File: config.mk
export PLATFORM = sky130hd
export DESIGN_NAME = csa_sbox_seq
export DESIGN_NICKNAME = d
export VERILOG_FILES = /design/src/rtl/csa_sbox_pkg.sv /design/src/rtl/csa_sbox_lut.sv /design/src/rtl/csa_sbox_seq.sv
export SDC_FILE = /design/constraint.sdc
export NUM_CORES = 1
export LEC_CHECK = 0
export BUFFER_PORTS_ARGS = -buffer_cell sky130_fd_sc_hd__buf_2
export CAP_MARGIN = 20
export CORE_ASPECT_RATIO = 1.5
export CORE_UTILIZATION = 57
export CTS_BUF_LIST = sky130_fd_sc_hd__clkbuf_4 sky130_fd_sc_hd__clkbuf_8 sky130_fd_sc_hd__clkbuf_16
export CTS_CLUSTER_DIAMETER = 80
export CTS_CLUSTER_SIZE = 30
export DETAILED_ROUTE_END_ITERATION = 10
export PLACE_DENSITY = 0.87
export SYNTH_ARGS = -nofsm -noshare
export SYNTH_HDL_FRONTEND = slang
export SYNTH_HIERARCHICAL = 1
export SYNTH_SLANG_ARGS = --single-unit
File: constraint.sdc
create_clock -name clk -period 4 [get_ports clk]
set_input_delay 0.2 -clock clk [delete_from_list [all_inputs] [get_ports clk]]
set_output_delay 0.2 -clock clk [all_outputs]
set_load 0.01 [all_outputs]
File: src/rtl/csa_sbox_pkg.sv
// Shared constants, FSM encoding and the seven CSA stream-cipher S-box tables.
// Tables are indexed [sbox][5-bit input] and return the 2-bit S-box output.
package csa_sbox_pkg;

   localparam int NUM_SBOX   = 7;
   localparam int SBOX_IN_W  = 5;
   localparam int SBOX_OUT_W = 2;

   typedef enum logic [1:0] {
      IDLE = 2'd0,
      EVAL = 2'd1,
      DONE = 2'd2
   } state_e;

   localparam logic [1:0] SBOX_TAB [NUM_SBOX][32] = '{
      '{2'd2,2'd0,2'd1,2'd1,2'd2,2'd3,2'd3,2'd0, 2'd3,2'd2,2'd2,2'd0,2'd1,2'd1,2'd0,2'd3,
        2'd0,2'd3,2'd3,2'd0,2'd2,2'd2,2'd1,2'd1, 2'd2,2'd2,2'd0,2'd3,2'd1,2'd1,2'd3,2'd0},
      '{2'd3,2'd1,2'd0,2'd2,2'd2,2'd3,2'd3,2'd0, 2'd1,2'd3,2'd2,2'd1,2'd0,2'd0,2'd1,2'd2,
        2'd3,2'd1,2'd0,2'd3,2'd3,2'd2,2'd0,2'd2, 2'd0,2'd0,2'd1,2'd2,2'd2,2'd1,2'd3,2'd1},
      '{2'd2,2'd0,2'd1,2'd2,2'd2,2'd3,2'd3,2'd1, 2'd1,2'd1,2'd0,2'd3,2'd3,2'd0,2'd2,2'd0,
        2'd1,2'd3,2'd0,2'd1,2'd3,2'd0,2'd2,2'd2, 2'd2,2'd0,2'd1,2'd2,2'd0,2'd3,2'd3,2'd1},
      '{2'd3,2'd1,2'd2,2'd3,2'd0,2'd2,2'd1,2'd2, 2'd1,2'd2,2'd0,2'd1,2'd3,2'd0,2'd0,2'd3,
        2'd1,2'd0,2'd3,2'd1,2'd2,2'd3,2'd0,2'd3, 2'd0,2'd3,2'd2,2'd0,2'd1,2'd2,2'd2,2'd1},
      '{2'd2,2'd0,2'd0,2'd1,2'd3,2'd2,2'd3,2'd2, 2'd0,2'd1,2'd3,2'd3,2'd1,2'd0,2'd2,2'd1,
        2'd2,2'd3,2'd2,2'd0,2'd0,2'd3,2'd1,2'd1, 2'd1,2'd0,2'd3,2'd2,2'd3,2'd1,2'd0,2'd2},
      '{2'd0,2'd1,2'd2,2'd3,2'd1,2'd2,2'd2,2'd0, 2'd0,2'd1,2'd3,2'd0,2'd2,2'd3,2'd1,2'd3,
        2'd2,2'd3,2'd0,2'd2,2'd3,2'd0,2'd1,2'd1, 2'd2,2'd1,2'd1,2'd2,2'd0,2'd3,2'd3,2'd0},
      '{2'd0,2'd3,2'd2,2'd2,2'd3,2'd0,2'd0,2'd1, 2'd3,2'd0,2'd1,2'd3,2'd1,2'd2,2'd2,2'd1,
        2'd1,2'd0,2'd3,2'd3,2'd0,2'd1,2'd1,2'd2, 2'd2,2'd3,2'd1,2'd0,2'd2,2'd3,2'd0,2'd2}
   };

   // sel 0..6 picks sbox1..sbox7; anything above is a disabled lane.
   function automatic logic [SBOX_OUT_W-1:0] sbox_f(input logic [2:0]           sel,
                                                     input logic [SBOX_IN_W-1:0] din);
      if (sel >= 3'(NUM_SBOX)) return '0;
      return SBOX_TAB[sel][din];
   endfunction

endpackage

File: src/rtl/csa_sbox_lut.sv
// One shared S-box lane: combinational table lookup selected by sel_i.
// Zero latency, no flow control; sel_i >= 7 yields 0.
module csa_sbox_lut
   import csa_sbox_pkg::*;
(
   input  logic [2:0]            sel_i,
   input  logic [SBOX_IN_W-1:0]  in_i,
   output logic [SBOX_OUT_W-1:0] out_o
);

   assign out_o = sbox_f(sel_i, in_i);

endmodule

File: src/rtl/csa_sbox_seq.sv
// Sequential evaluation of all seven CSA S-boxes using LANES lookups per cycle.
// Latency ceil(7/LANES) cycles from accept to out_valid; result held until out_ready.
module csa_sbox_seq
   import csa_sbox_pkg::*;
#(
   parameter int LANES = 1
) (
   input  logic        clk,
   input  logic        rst,
   input  logic        in_valid,
   output logic        in_ready,
   input  logic [34:0] in_data,
   output logic        out_valid,
   input  logic        out_ready,
   output logic [13:0] out_data,
   output logic        busy
);

   state_e      state_q, state_d;
   logic [2:0]  idx_q, idx_d;
   logic [34:0] opnd_q, opnd_d;
   logic [13:0] result_q, result_d;

   logic [3:0]            lane_pos [LANES];
   logic [LANES-1:0]      lane_en;
   logic [2:0]            lane_sel [LANES];
   logic [SBOX_IN_W-1:0]  lane_in  [LANES];
   logic [SBOX_OUT_W-1:0] lane_out [LANES];
   logic                  last_pass;
   logic                  accept;

   // Lanes past sbox7 get sel=7, which both zeroes their operand and disables the table.
   for (genvar j = 0; j < LANES; j++) begin : g_lane
      assign lane_pos[j] = {1'b0, idx_q} + 4'(j);
      assign lane_en[j]  = lane_pos[j] < 4'(NUM_SBOX);
      assign lane_sel[j] = lane_en[j] ? lane_pos[j][2:0] : 3'(NUM_SBOX);
      assign lane_in[j]  = SBOX_IN_W'(opnd_q >> (SBOX_IN_W * int'(lane_sel[j])));

      csa_sbox_lut u_lut (
         .sel_i (lane_sel[j]),
         .in_i  (lane_in[j]),
         .out_o (lane_out[j])
      );
   end

   assign last_pass = ({1'b0, idx_q} + 4'(LANES)) >= 4'(NUM_SBOX);
   assign in_ready  = ~rst & ((state_q == IDLE) | ((state_q == DONE) & out_ready));
   assign accept    = in_valid & in_ready;
   assign out_valid = (state_q == DONE);
   assign busy      = (state_q != IDLE);
   assign out_data  = result_q;

   always_comb begin
      state_d  = state_q;
      idx_d    = idx_q;
      opnd_d   = opnd_q;
      result_d = result_q;
      case (state_q)
         IDLE: begin
            if (accept) begin
               state_d = EVAL;
               idx_d   = '0;
               opnd_d  = in_data;
            end
         end
         EVAL: begin
            for (int k = 0; k < NUM_SBOX; k++) begin
               for (int j = 0; j < LANES; j++) begin
                  if (lane_en[j] && (lane_sel[j] == 3'(k))) result_d[2*k +: 2] = lane_out[j];
               end
            end
            // idx is left alone on the last pass so it can never wrap.
            if (last_pass) state_d = DONE;
            else           idx_d   = idx_q + 3'(LANES);
         end
         DONE: begin
            if (out_ready) begin
               state_d = IDLE;
               if (accept) begin
                  state_d = EVAL;
                  idx_d   = '0;
                  opnd_d  = in_data;
               end
            end
         end
         default: state_d = IDLE;
      endcase
   end

   always_ff @(posedge clk or posedge rst) begin
      if (rst) begin
         state_q  <= IDLE;
         idx_q    <= '0;
         opnd_q   <= '0;
         result_q <= '0;
      end else begin
         state_q  <= state_d;
         idx_q    <= idx_d;
         opnd_q   <= opnd_d;
         result_q <= result_d;
      end
   end

endmodule
==> flow_summary.ini <==
[global_route]
grt_use_total_pct = 28.2
grt_pass1_vias = 3098
antenna_found_initial = 0
grt_max_degree = 55
grt_first_pass_wirelength_um = 14300
overflow = 0

[timing]
finClkSkew_ns = 0.0111
post-route-period-util_pct = 90.5
final.setup.worst_slack_ns = 0.379
timing.setup.tns_ns = 0
slew_viol_final = 0
hold_viol = 0
tightest_slew_ns = 0.735
hold_slack_ns = 0.109
max-slew-margin-rel_pct = 51.0
fin_crit_ns = 3.62
grt_setup_unrepaired = no
setup_violations = 0
max_freq_mhz = 276

[route]
viasPerCell = 6.42
wl_per_cell_um = 18.8
dr_total_vias = 2913
drtPass1Iterations = 4
drtIter0Drc = 364
ant_nets = 0
drc_errors = 0
drt_wl_total_um = 8550

[setup_path]
end_kind = register
crit_chain = nor2b_1, a22oi_1, o21ai_2, buf_4, nor2b_1, o21bai_1, a221o_1, a311oi_1, o21ba_2, mux2_2
cp.depth = 10
crit_arrival_ns = 3.87
crit_top_cell = nor2b_1
crit_start = idx_q[0]
critPathKind = reg2reg
crit_family = compound AO/OA/AOI/OAI gates
max_stage_delay_ns = 0.59
cp.required_ns = 4.25
crit_path_max_fanout = 20
reg2reg_depth = 10
crit_buf_inv = 1
r2r-start = idx_q[0]
cp_slowest_cell = o21ai_2
startpoint_type = register

[die]
dieWidth_um = 67.0
rows = 35
die_h_um = 99.5
start_util_pct = 58.9
io_pins = 56
dieArea_um2 = 6670
coreArea_um2 = 6130

[logic_synthesis]
ys_warn_count = 6
async_reset_ff_share_pct = 100
synth_edf_count = 0
synth.area.top_cells = dfrtp_1 (37%), mux2_2 (17%), ha_1 (4.2%), mux4_2 (3.7%), nor2b_1 (2.1%)
syn_area_um2 = 3610
ys_ff_latch = 54
synth_top_area_share_pct = 37.4
synth_area_leader_cell = dfrtp_1
syn_area_per_cell_um2 = 10.9
synthFlopType = dfrtp_1
ys_seq_area_share_pct = 37.4
ys_types = 60
synth_nets = 384
synthCells = 333

[placed_design]
gp_congestion = 0.953
hpwl_um = 6220
dpl_worst_slack_ns = 0.476
port_buffers = 55
dpl.cell_count = 444

[cells_and_area]
diodes = 0
drive_gt1_share_pct = 38.9
nNetsFinal = 430
syn2layout_area_growth_pct = 11.3
fillCellCount = 465
stdcell_count = 454

[clock_tree]
clock_path_buffers = 2
numCtsBuffers = 5
cts_htree_levels = 2
cts_tree = yes
postCtsSetupBuffers = 0
clk-insertion-delay-late_ns = 0.31
cts.sinks = 54
clkTransAtPathRegs_ns = 0.09
root_buffer = clkbuf_8

[hold_path]
whs_path_depth = 2
min_from = in_data[15]
hp-class = in2reg

[run]
maxCapViolCount = 0

[run_status]
run_status = complete, no violations
[synthesized netlist by cell type (5+ instances only)]
cell type,instances
a21oi_1,7
a22oi_1,6
buf_2,10
buf_6,6
clkbuf_1,10
dfrtp_1,54
ha_1,12
inv_1,16
mux2_2,53
mux2i_1,7
mux4_2,6
nand2_1,18
nand2b_1,9
nand3_1,9
nor2_1,5
nor2b_1,12
nor3b_1,6
o21ai_0,9
[kinds of logic after synthesis]
family	share of synthesized area, %
buffers and inverters	6.48
adder cells (fa/ha/maj)	4.16
XOR/XNOR	0.727
AND/OR/NAND/NOR	12.7
flip-flops	37.4
multiplexers	23.5
AO/OA/AOI/OAI	15.0
[cell usage in the layout (no fill, tap or decap), types with 7 or more instances in the layout]
cell type	count
mux2_2	53
dfrtp_1	54
nand2_1	18
mux2i_1	7
nand2b_1	9
buf_2	55
nor2b_1	12
o21ai_0	7
a21oi_1	7
buf_4	11
inv_1	15
ha_1	12
nand3_1	9
[registers in the layout, indices dropped and copies added, names as in the netlist]
register / cells
opnd_q: 35
idx_q: 3
state_q: 2
out_data: 14
[layout make-up]
type	instances	area (um^2)	area share, %
Timing Repair Buffer	68	388	9.64
Sequential cell	54	1350	33.6
Multi-Input combinational cell	233	2030	50.5
Clock inverter	1	5.00	0.124
Tap cell	74	92.6	2.30
Clock buffer	7	90.1	2.24
Inverter	17	63.8	1.59
[metrics by stage]
| step | cell area [um^2] | util [%] |
|---|---|---|
| after floorplan | 3610 | - |
| after global placement | 3900 | 63.6 |
| after detailed placement | 3900 | 63.6 |
| after CTS | 3990 | 65.1 |
| after global routing | 4020 | 65.6 |
| final | 4020 | 65.6 |
[final timing paths]
kind | endpoint | slack [ns]
max | out_data[6] | 0.38
max in group asynchronous | opnd_q[31] | 2.99
min | opnd_q[15] | 0.11
min reg2reg | opnd_q[11] | 0.50
max reg2reg | out_data[6] | 0.38
min in group asynchronous | out_data[13] | 0.48
[worst register-to-register path: cells and delay by family (launching register included)]
kind,cells,cell delay [ns]
AND/OR/NAND/NOR,2,0.61
AO/OA/AOI/OAI,6,1.85
flip-flops,1,0.58
buffers and inverters,1,0.35
multiplexers,1,0.18
[per-layer routing]
| layer | vias up | wire length, um | global-route usage [%] |
|---|---|---|---|
| met5 | - | 0 | 0 |
| met4 | 0 | 422 | 17.5 |
| met3 | 36 | 315 | 3.44 |
| met2 | 105 | 4640 | 49.1 |
| met1 | 1446 | 3180 | 31.4 |
| li1 | 1326 | - | - |
[repair_timing]
item                      CTS  global route
hold buffers                0             1
hold endpoints to repair    0            16
resized for setup           0             0
Power is left out: the tool's default activity adds up to more than one toggle a clock period on the data nets, which glitch-free logic cannot reach.
